`config.mk`:
```
export PLATFORM = sky130hd
export DESIGN_NAME = uart_tx_fifo
export DESIGN_NICKNAME = d
export VERILOG_FILES = /design/src/rtl/uart_pkg.sv /design/src/rtl/sync_fifo.sv /design/src/rtl/uart_tx_fifo.sv
export SDC_FILE = /design/constraint.sdc
export NUM_CORES = 1
export LEC_CHECK = 0
export BUFFER_PORTS_ARGS = -buffer_cell sky130_fd_sc_hd__buf_2
export CORE_MARGIN = 1.5
export CORE_UTILIZATION = 50
export DETAILED_ROUTE_END_ITERATION = 6
export PLACE_DENSITY_LB_ADDON = 0.3
export SYNTH_ARGS = -nofsm -noshare
export SYNTH_HDL_FRONTEND = slang
export SYNTH_SLANG_ARGS = --single-unit
```
`constraint.sdc`:
```
create_clock -name clock -period 8.15 [get_ports clock]
set_input_delay 2.445 -clock clock [delete_from_list [all_inputs] [get_ports clock]]
set_output_delay 2.445 -clock clock [all_outputs]
set_load 0.005 [all_outputs]
```
`src/rtl/uart_pkg.sv`:
```
// Shared types and constants for the buffered UART transmitter.
package uart_pkg;

    typedef enum logic [2:0] {
        ST_IDLE  = 3'd0,
        ST_START = 3'd1,
        ST_DATA  = 3'd2,
        ST_PAR   = 3'd3,
        ST_STOP  = 3'd4
    } tx_state_e;

    localparam int unsigned PAR_NONE = 0;
    localparam int unsigned PAR_EVEN = 1;
    localparam int unsigned PAR_ODD  = 2;

    // Clock cycles occupied by one complete serial frame.
    function automatic int unsigned frame_cycles(
        input int unsigned data_bits,
        input int unsigned parity,
        input int unsigned stop_bits,
        input int unsigned clks_per_bit
    );
        return (32'd1 + data_bits + ((parity != PAR_NONE) ? 32'd1 : 32'd0) + stop_bits)
               * clks_per_bit;
    endfunction

endpackage

```
`src/rtl/sync_fifo.sv`:
```
// Synchronous first-word-fall-through FIFO with registered full/empty/level.
module sync_fifo #(
    parameter int unsigned WIDTH = 8,
    parameter int unsigned DEPTH = 16
) (
    input  logic                     clock,
    input  logic                     reset,
    input  logic                     push,
    input  logic                     pop,
    input  logic [WIDTH-1:0]         din,
    output logic [WIDTH-1:0]         dout,
    output logic                     full,
    output logic                     empty,
    output logic [$clog2(DEPTH):0]   level
);

    localparam int unsigned PTR_W = $clog2(DEPTH);
    localparam int unsigned LVL_W = PTR_W + 1;

    logic [WIDTH-1:0] mem_q [DEPTH];
    logic [PTR_W-1:0] wr_ptr_q, wr_ptr_d;
    logic [PTR_W-1:0] rd_ptr_q, rd_ptr_d;
    logic [LVL_W-1:0] level_q, level_d;
    logic             full_q, full_d;
    logic             empty_q, empty_d;
    logic             do_push;
    logic             do_pop;

    // Pushes are gated by the registered full flag, pops by the registered empty flag.
    always_comb begin
        do_push  = push && !full_q;
        do_pop   = pop && !empty_q;
        wr_ptr_d = wr_ptr_q;
        rd_ptr_d = rd_ptr_q;
        level_d  = level_q;
        if (do_push) begin
            wr_ptr_d = wr_ptr_q + PTR_W'(1);
        end
        if (do_pop) begin
            rd_ptr_d = rd_ptr_q + PTR_W'(1);
        end
        case ({do_push, do_pop})
            2'b10:   level_d = level_q + LVL_W'(1);
            2'b01:   level_d = level_q - LVL_W'(1);
            default: level_d = level_q;
        endcase
        full_d  = (level_d == LVL_W'(DEPTH));
        empty_d = (level_d == LVL_W'(0));
    end

    always_ff @(posedge clock) begin
        if (reset) begin
            wr_ptr_q <= '0;
            rd_ptr_q <= '0;
            level_q  <= '0;
            full_q   <= 1'b0;
            empty_q  <= 1'b1;
        end else begin
            wr_ptr_q <= wr_ptr_d;
            rd_ptr_q <= rd_ptr_d;
            level_q  <= level_d;
            full_q   <= full_d;
            empty_q  <= empty_d;
        end
    end

    // Storage needs no reset; validity is tracked by the pointers.
    always_ff @(posedge clock) begin
        if (do_push) begin
            mem_q[wr_ptr_q] <= din;
        end
    end

    assign dout  = mem_q[rd_ptr_q];
    assign full  = full_q;
    assign empty = empty_q;
    assign level = level_q;

endmodule

```
`src/rtl/uart_tx_fifo.sv`:
```
// Buffered UART transmitter: core writes are queued, then serialised onto tx.
module uart_tx_fifo
    import uart_pkg::*;
#(
    parameter int unsigned DATA_BITS    = 8,
    parameter int unsigned FIFO_DEPTH   = 16,
    parameter int unsigned CLKS_PER_BIT = 4,
    parameter int unsigned STOP_BITS    = 1,
    parameter int unsigned PARITY       = 0
) (
    input  logic                          clock,
    input  logic                          reset,
    input  logic                          wr_en,
    input  logic [DATA_BITS-1:0]          wr_data,
    input  logic                          clr_overflow,
    output logic                          full,
    output logic                          empty,
    output logic [$clog2(FIFO_DEPTH):0]   level,
    output logic                          overflow,
    output logic                          busy,
    output logic                          tx
);

    localparam int unsigned BAUD_W = $clog2(CLKS_PER_BIT);
    localparam int unsigned BIT_W  = $clog2(DATA_BITS);

    tx_state_e            state_q, state_d;
    logic [BAUD_W-1:0]    baud_q, baud_d;
    logic [BIT_W-1:0]     bit_q, bit_d;
    logic [DATA_BITS-1:0] shift_q, shift_d;
    logic                 par_q, par_d;
    logic                 tx_q, tx_d;
    logic                 busy_q, busy_d;
    logic                 overflow_q, overflow_d;
    logic                 pop_c;
    logic                 bit_end_c;
    logic                 par_load_c;
    logic [DATA_BITS-1:0] fifo_dout;

    sync_fifo #(
        .WIDTH (DATA_BITS),
        .DEPTH (FIFO_DEPTH)
    ) u_fifo (
        .clock (clock),
        .reset (reset),
        .push  (wr_en),
        .pop   (pop_c),
        .din   (wr_data),
        .dout  (fifo_dout),
        .full  (full),
        .empty (empty),
        .level (level)
    );

    assign par_load_c = (PARITY == PAR_ODD) ? ~(^fifo_dout) : (^fifo_dout);
    assign bit_end_c  = (baud_q == BAUD_W'(CLKS_PER_BIT - 1));

    // Next-state logic; tx is derived from the current state so it trails state by one cycle.
    always_comb begin
        state_d = state_q;
        baud_d  = baud_q;
        bit_d   = bit_q;
        shift_d = shift_q;
        par_d   = par_q;
        pop_c   = 1'b0;
        tx_d    = 1'b1;

        case (state_q)
            ST_IDLE: begin
                tx_d   = 1'b1;
                baud_d = '0;
                if (!empty) begin
                    pop_c   = 1'b1;
                    shift_d = fifo_dout;
                    par_d   = par_load_c;
                    bit_d   = '0;
                    state_d = ST_START;
                end
            end
            ST_START: begin
                tx_d = 1'b0;
                if (bit_end_c) begin
                    baud_d  = '0;
                    bit_d   = '0;
                    state_d = ST_DATA;
                end else begin
                    baud_d = baud_q + BAUD_W'(1);
                end
            end
            ST_DATA: begin
                tx_d = shift_q[0];
                if (bit_end_c) begin
                    baud_d  = '0;
                    shift_d = {1'b0, shift_q[DATA_BITS-1:1]};
                    if (bit_q == BIT_W'(DATA_BITS - 1)) begin
                        bit_d   = '0;
                        state_d = (PARITY != PAR_NONE) ? ST_PAR : ST_STOP;
                    end else begin
                        bit_d = bit_q + BIT_W'(1);
                    end
                end else begin
                    baud_d = baud_q + BAUD_W'(1);
                end
            end
            ST_PAR: begin
                tx_d = par_q;
                if (bit_end_c) begin
                    baud_d  = '0;
                    bit_d   = '0;
                    state_d = ST_STOP;
                end else begin
                    baud_d = baud_q + BAUD_W'(1);
                end
            end
            ST_STOP: begin
                tx_d = 1'b1;
                if (bit_end_c) begin
                    baud_d = '0;
                    if (bit_q == BIT_W'(STOP_BITS - 1)) begin
                        bit_d = '0;
                        if (!empty) begin
                            pop_c   = 1'b1;
                            shift_d = fifo_dout;
                            par_d   = par_load_c;
                            state_d = ST_START;
                        end else begin
                            state_d = ST_IDLE;
                        end
                    end else begin
                        bit_d = bit_q + BIT_W'(1);
                    end
                end else begin
                    baud_d = baud_q + BAUD_W'(1);
                end
            end
            default: begin
                state_d = ST_IDLE;
            end
        endcase

        busy_d = (state_d != ST_IDLE);
    end

    // Sticky drop flag: a drop in the same cycle as a clear keeps it set.
    always_comb begin
        overflow_d = overflow_q;
        if (clr_overflow) begin
            overflow_d = 1'b0;
        end
        if (wr_en && full) begin
            overflow_d = 1'b1;
        end
    end

    always_ff @(posedge clock) begin
        if (reset) begin
            state_q    <= ST_IDLE;
            baud_q     <= '0;
            bit_q      <= '0;
            shift_q    <= '0;
            par_q      <= 1'b0;
            tx_q       <= 1'b1;
            busy_q     <= 1'b0;
            overflow_q <= 1'b0;
        end else begin
            state_q    <= state_d;
            baud_q     <= baud_d;
            bit_q      <= bit_d;
            shift_q    <= shift_d;
            par_q      <= par_d;
            tx_q       <= tx_d;
            busy_q     <= busy_d;
            overflow_q <= overflow_d;
        end
    end

    assign tx       = tx_q;
    assign busy     = busy_q;
    assign overflow = overflow_q;

endmodule

```
Yosys cells after proc, flatten, opt, wreduce, memory -nomap -nowiden
Memory sizes are Yosys's and may differ from the RTL's. A register that Yosys moved wholly into a read port is not among the register bits.
Index checks and enable logic that the tools add are counted.
{ "word_totals": {"ff_bits": 35, "mem_bits_rw": 128, "output_inout_bits": 10, "mem_count": 1, "wordCells": 93, "input_bits": 12} }
{ "mem_list": {"columns": ["memory", "depth", "width", "rd", "rd_clocked_by_memory_dff", "write_ports", "line_no", "source"], "rows": [
  ["u_fifo.mem_q", 16, 8, 1, 1, 1, "sync_fifo.sv:20", "logic [WIDTH-1:0] mem_q [DEPTH];"]
]} }
{ "op_classes": {"eq_ne": 14, "n_mux": 39, "addsub": 6, "reduce_logical": 20} }
{ "ops": {"columns": ["op", "n"], "rows": [
  ["two-way mux 3 bit", 13],
  ["two-way mux 8 bit", 4],
  ["case mux 8 bit (3 select lines)", 1],
  ["case mux 3 bit (5 select lines)", 1],
  ["case mux 3 bit (4 select lines)", 1],
  ["two-way mux 1 bit", 11],
  ["case mux 5 bit (2 select lines)", 1],
  ["adder 4 x 1 -> 4 bit (second input constant)", 2],
  ["two-way mux 4 bit", 2],
  ["inequality test 2 bit (second input constant)", 4],
  ["XOR reduction 8 bit", 1],
  ["== test 3 x 2 -> 1 bit (second input constant)", 2],
  ["== test 3 bit (second input constant)", 2],
  ["logical NOT 3 bit", 2],
  ["nonzero test 2 bit", 3],
  ["nonzero test 3 bit", 2],
  ["adder 5 x 1 -> 5 bit (second input constant)", 1],
  ["== test 5 bit (second input constant)", 1],
  ["logical NOT 5 bit", 1],
  ["AND reduction 5 bit", 1],
  ["subtractor 5 x 1 -> 5 bit (second input constant)", 1],
  ["== test 2 bit (second input constant)", 2],
  ["case mux 1 bit (2 select lines)", 2],
  ["case mux 2 bit (2 select lines)", 1],
  ["other kinds (14)", 17]
]} }

Logic depth before layout (Yosys ltp)
{ "logic_depth": {"depth_word": 8, "depth_mapped": 16, "ltp_nobuf": 15} }

Cells and area by module
A second synthesis with hierarchy kept.
{ "unflattened": {"cells_unflattened": 438, "hier_area_um2": 7174.4} }
{ "by_module_without_submodules": {"columns": ["mod", "instances", "area_each_um2", "seq_area_each_um2", "cells_each"], "rows": [
  ["sync_fifo", 1, 5953.2, 4224.1, 303],
  ["uart_tx_fifo", 1, 1221.2, 400.4, 135]
]} }

Least setup slack after synthesis
Ideal clock, no wire load.
{ "synth_timing": {"path_type": "input to register", "from": "in wr_en", "to": "reg u_fifo.full_q, in the netlist u_fifo.full", "required_ns": 8.086, "path_stages": 14, "path_buffers": 2, "setup_time_ns": 0.064, "arrival_ns": 4.799, "setup_slack_ns": 3.287, "cell_sequence": "nor2b_1 -> clkbuf_1 -> inv_1 -> ha_1 -> clkbuf_1 -> xor2_1 -> ha_1 -> o21a_1 -> o21a_1 -> a311oi_1 -> nor3_1 -> xnor2_1 -> or2_2 -> nor2_1"} }
{ "synth_via": {"elab_chain_cells": 4, "word_cells_on_any_way": 5} }
{ "synth_rtl": {"columns": ["item", "line_no", "source"], "rows": [
  ["from (decl)", "uart_tx_fifo.sv:13", "input logic wr_en,"],
  ["logical AND 1 bit *", "sync_fifo.sv:31", "do_push = push && !full_q;"],
  ["== test 2 x 1 -> 1 bit or == test 2 bit (tied branches)", "sync_fifo.sv:42", "case ({do_push, do_pop})"],
  ["case mux 5 bit (2 select lines) *", "sync_fifo.sv:42", null],
  ["== test 5 bit *", "sync_fifo.sv:47", "full_d = (level_d == LVL_W'(DEPTH));"],
  ["to (signal assigned)", "sync_fifo.sv:62", "full_q <= full_d;"],
  ["to (decl)", "sync_fifo.sv:24", "logic full_q, full_d;"]
]} }
Mark *: on every way between the ends. The rest lies on a longest branch, timed or not.
A chain may end at the register's enable or synchronous reset.

Final worst setup path
Same ends and word-level chain as after synthesis.

==> impl_metrics.env <==
export IMPL_yosys_warnings=0
export IMPL_totalPowerFinal_mw=2.27
export IMPL_antenna_cells_inserted=0
export IMPL_cts_made_buffers=17
export IMPL_cellInternalPower_mw=1.62
export IMPL_routed_via_count=3656
export IMPL_clock_skew_final_ps=14.0
export IMPL_placement_setup_worst_slack_ps=2860
export IMPL_areaGrowthSynthToFinish_pct=11.2
export IMPL_count_of_pins_on_the_block_boundary=22
export IMPL_whs_path_depth=2
export IMPL_tns_ps=0
export IMPL_route_final_wire_length_um=12700
export IMPL_antenna_violating_nets_post_route=0
export IMPL_timing_critical_path_from="wr_en"
export IMPL_worst_max_slew_pin_slew_ps=1110
export IMPL_wl_per_cell_um=19.6
export IMPL_switching_power_summed_over_all_nets_mw=0.650
export IMPL_starting_utilization_of_the_core_area=0.513
export IMPL_syn_mean_instance_area_um2=15.6
export IMPL_die_x_um=120
export IMPL_synth_sequential_area_ratio=0.678
export IMPL_count_of_unresolved_drc_violations_after_routing=0
export IMPL_floorplan_die_area_um2=14400
export IMPL_place_detailed_hpwl_um=8080
export IMPL_fillCellCount=996
export IMPL_drt_pre_antenna_iters=5
export IMPL_drtIter0Drc=316
export IMPL_clkLatencyLatePin_ps=430
export IMPL_finalCriticalPeriod_ps=4840
export IMPL_most_common_cell_after_layout_fill_and_taps_aside="sky130_fd_sc_hd__edfxtp_1"
export IMPL_grt_setup_unrepaired="false"
export IMPL_final_hold_worst_slack_ps=478
export IMPL_outcome="finished, final reports clean"
export IMPL_slew_violations=0
export IMPL_crit_chain="buf_2, nor2b_1, inv_1, ha_1, xor2_1, ha_1, o21a_1, o21a_1, a311oi_1, nor3_1, xnor2_1, or2_2, nor2_1"
export IMPL_cts_sink_count=167
export IMPL_drv_max_cap_violation_count=0
export IMPL_worst_setup_path_type="in -> reg"
export IMPL_slowest_delay_ps=500
export IMPL_worst_setup_path_end_kind="flop"
export IMPL_r2r_end="u_fifo.full$_SDFF_PP0_"
export IMPL_timing_max_slew_rel_slack=0.255
export IMPL_vias_per_cell=5.67
export IMPL_path_clk_slew_ps=60
export IMPL_crit_path_max_delay_family="simple AND/OR/NAND/NOR gates"
export IMPL_r2r_start="state_q[0]$_SDFF_PP0_"
export IMPL_antenna_found_initial=0
export IMPL_cts_post_setup_buffers_inserted=0
export IMPL_worst_endpoint_required_ps=8510
export IMPL_die_ht_um=120
export IMPL_hold_fails_final_rpt=0
export IMPL_ys_ff_latch=167
export IMPL_clk_path_buf_depth=2
export IMPL_pwr_share_seq=0.451
export IMPL_switching_share=0.286
export IMPL_crit_fanout=9
export IMPL_holdBufCountCts=0
export IMPL_placement_io_buffers=21
export IMPL_timing_final_crit_share=0.594
export IMPL_critical_path_n_buffers_inverters=2
export IMPL_timing_critical_path_arrival_ps=5200
export IMPL_final_setup_viol_count=0
export IMPL_synth_distinct_cells=38
export IMPL_placeableCoreArea_um2=13300
export IMPL_r2r_setup_slack_ps=4430
export IMPL_timing_hold_worst_start="overflow$_SDFFE_PP0P_"
export IMPL_post_route_cell_area_um2=7590
export IMPL_synthesis_instances=436
export IMPL_power_leakage_nw=2.53
export IMPL_worst_r2r_path_depth=12
export IMPL_finalWeightedCongestion=0.814
export IMPL_maxClockFrequency_ghz=0.207
export IMPL_cts_tree="yes"
export IMPL_ctsHtreeMaxLevel=4
export IMPL_power_density_nw_per_um2=299
export IMPL_grt_overflow=0
export IMPL_mostFrequentLayoutCells="sky130_fd_sc_hd__edfxtp_1 (128), sky130_fd_sc_hd__nor2_1 (48), sky130_fd_sc_hd__dfxtp_1 (37), sky130_fd_sc_hd__nand2_1 (28), sky130_fd_sc_hd__mux4_2 (22)"
export IMPL_p_comb_frac=0.232
export IMPL_first_global_vias=3679
export IMPL_power_share_clock=0.317
export IMPL_design_final_nets=481
export IMPL_setup_worst_path_start_class="input port"
export IMPL_share_of_cells_above_drive_strength_1=0.171
export IMPL_peakVddDrop_v=0.000179
export IMPL_place_area_um2=7060
export IMPL_grt_total_usage=0.191
export IMPL_synth_cell_area_um2=6820
export IMPL_worst_slack_ps=3310
export IMPL_placementRows=42
export IMPL_cts_resized_gates=0
export IMPL_cts_root_buf="sky130_fd_sc_hd__clkbuf_16"
export IMPL_synth_net_count=461
export IMPL_hold_class="reg -> reg"
export IMPL_grt_first_pass_wirelength_um=19800
export IMPL_grt_start_max_net_pins=35
export IMPL_crit_path_top_delay_cell="sky130_fd_sc_hd__nor2b_1"
export IMPL_sink_of_the_worst_hold_path="overflow$_SDFFE_PP0P_"
## per-layer routing
metal | global-route usage | wire length [um] | up-vias
met2 | 0.312 | 6410 | 96
met3 | 0.0556 | 705 | 12
li1 | - | - | 1710
met1 | 0.252 | 5450 | 1838
met4 | 0.0536 | 93 | 0
met5 | 0 | 0 | -
## power by group through the flow
stage	sequential [mW]	clock, mW	combinational [mW]
after global routing	1.03	0.771	0.576
final	1.02	0.719	0.527
after floorplan	1.03	0	0.430
after detailed placement	1.04	0	0.530
after global placement	1.04	0	0.517
after CTS	1.02	0.733	0.534
## metrics by stage
step,instances,util
after floorplan,436,-
after global placement,613,0.531
after detailed placement,613,0.531
after CTS,645,0.571
after global routing,645,0.571
final,645,0.571
## worst reg2reg max path: stages, from the launching register on
cell and delay (ps):
sky130_fd_sc_hd__dfxtp_1 430, sky130_fd_sc_hd__or3_1 420, sky130_fd_sc_hd__a21oi_1 700, sky130_fd_sc_hd__ha_1 470, sky130_fd_sc_hd__xor2_1 130, sky130_fd_sc_hd__ha_1 230, sky130_fd_sc_hd__o21a_1 180, sky130_fd_sc_hd__o21a_1 180
sky130_fd_sc_hd__a311oi_1 280, sky130_fd_sc_hd__nor3_1 110, sky130_fd_sc_hd__xnor2_1 150, sky130_fd_sc_hd__or2_2 300, sky130_fd_sc_hd__nor2_1 90
## kinds of logic after synthesis
group / count (synthesis) / share of synthesized area
DFF: 167 / 0.678
muxes: 42 / 0.126
adders and majority gates: 13 / 0.0238
AOI/OAI and AO/OA: 55 / 0.0543
xor gates and xnor gates: 19 / 0.0244
and+or+nand+nor: 108 / 0.0713
buffers and inverters: 32 / 0.0226
## Yosys cell counts, drive strengths merged
cell type / instances / area [um^2]
edfxtp: 128 / 3840
nor2: 48 / 180
dfxtp: 39 / 781
mux4: 32 / 758
nand2: 28 / 105
a22oi: 17 / 128
a21oi: 14 / 70.1
clkbuf: 14 / 52.6
ha: 13 / 163
xnor2: 13 / 114
buf: 10 / 71.3
mux2i: 10 / 100
a211oi: 8 / 60.1
inv: 8 / 30.0
nor3: 8 / 40.0
nand2b: 6 / 37.5
xor2: 6 / 52.6
a31oi: 5 / 31.3
nor2b: 4 / 25.0
o21a: 3 / 22.5
or3: 3 / 18.8
nand4: 2 / 12.5
o21ai: 2 / 10.0
o22ai: 2 / 12.5
or2: 2 / 12.5
or4b: 2 / 20.0
a21o: 1 / 7.51
a311oi: 1 / 8.76
a41o: 1 / 10.0
and2: 1 / 6.26
and3b: 1 / 8.76
nand3: 1 / 5.00
nor3b: 1 / 7.51
o32a: 1 / 10.0
or4: 1 / 7.51
## final cells by class
| type | instances | area (um^2) | area share |
|---|---|---|---|
| inverter | 8 | 30.0 | 0.00396 |
| multi-input combinational | 237 | 2040 | 0.270 |
| clock buffer | 18 | 429 | 0.0566 |
| timing repair buffer | 25 | 135 | 0.0178 |
| clock inverter | 14 | 100 | 0.0132 |
| tap | 176 | 220 | 0.0290 |
| sequential | 167 | 4630 | 0.610 |
## worst max-delay path by stage
stage,end,cells past startpoint
2_1_floorplan,u_fifo.full$_SDFF_PP0_,14
3_3_place_gp,u_fifo.full$_SDFF_PP0_,13
3_5_place_dp,u_fifo.full$_SDFF_PP0_,13
4_1_cts,u_fifo.full$_SDFF_PP0_,13
5_1_grt,u_fifo.full$_SDFF_PP0_,13
6_report,u_fifo.full$_SDFF_PP0_,13
## state kept, by name, indices dropped and copies added, names as in the netlist, named ones only
name,cells
u_fifo.level,5
state_q,3
shift_q,8
u_fifo.mem_q,128
busy,1
u_fifo.wr_ptr_q,4
u_fifo.full,1
baud_q,2
par_q,1
overflow,1
bit_q,3
tx,1
u_fifo.rd_ptr_q,4
u_fifo.empty,1
Power figures use the tool's default switching activity.
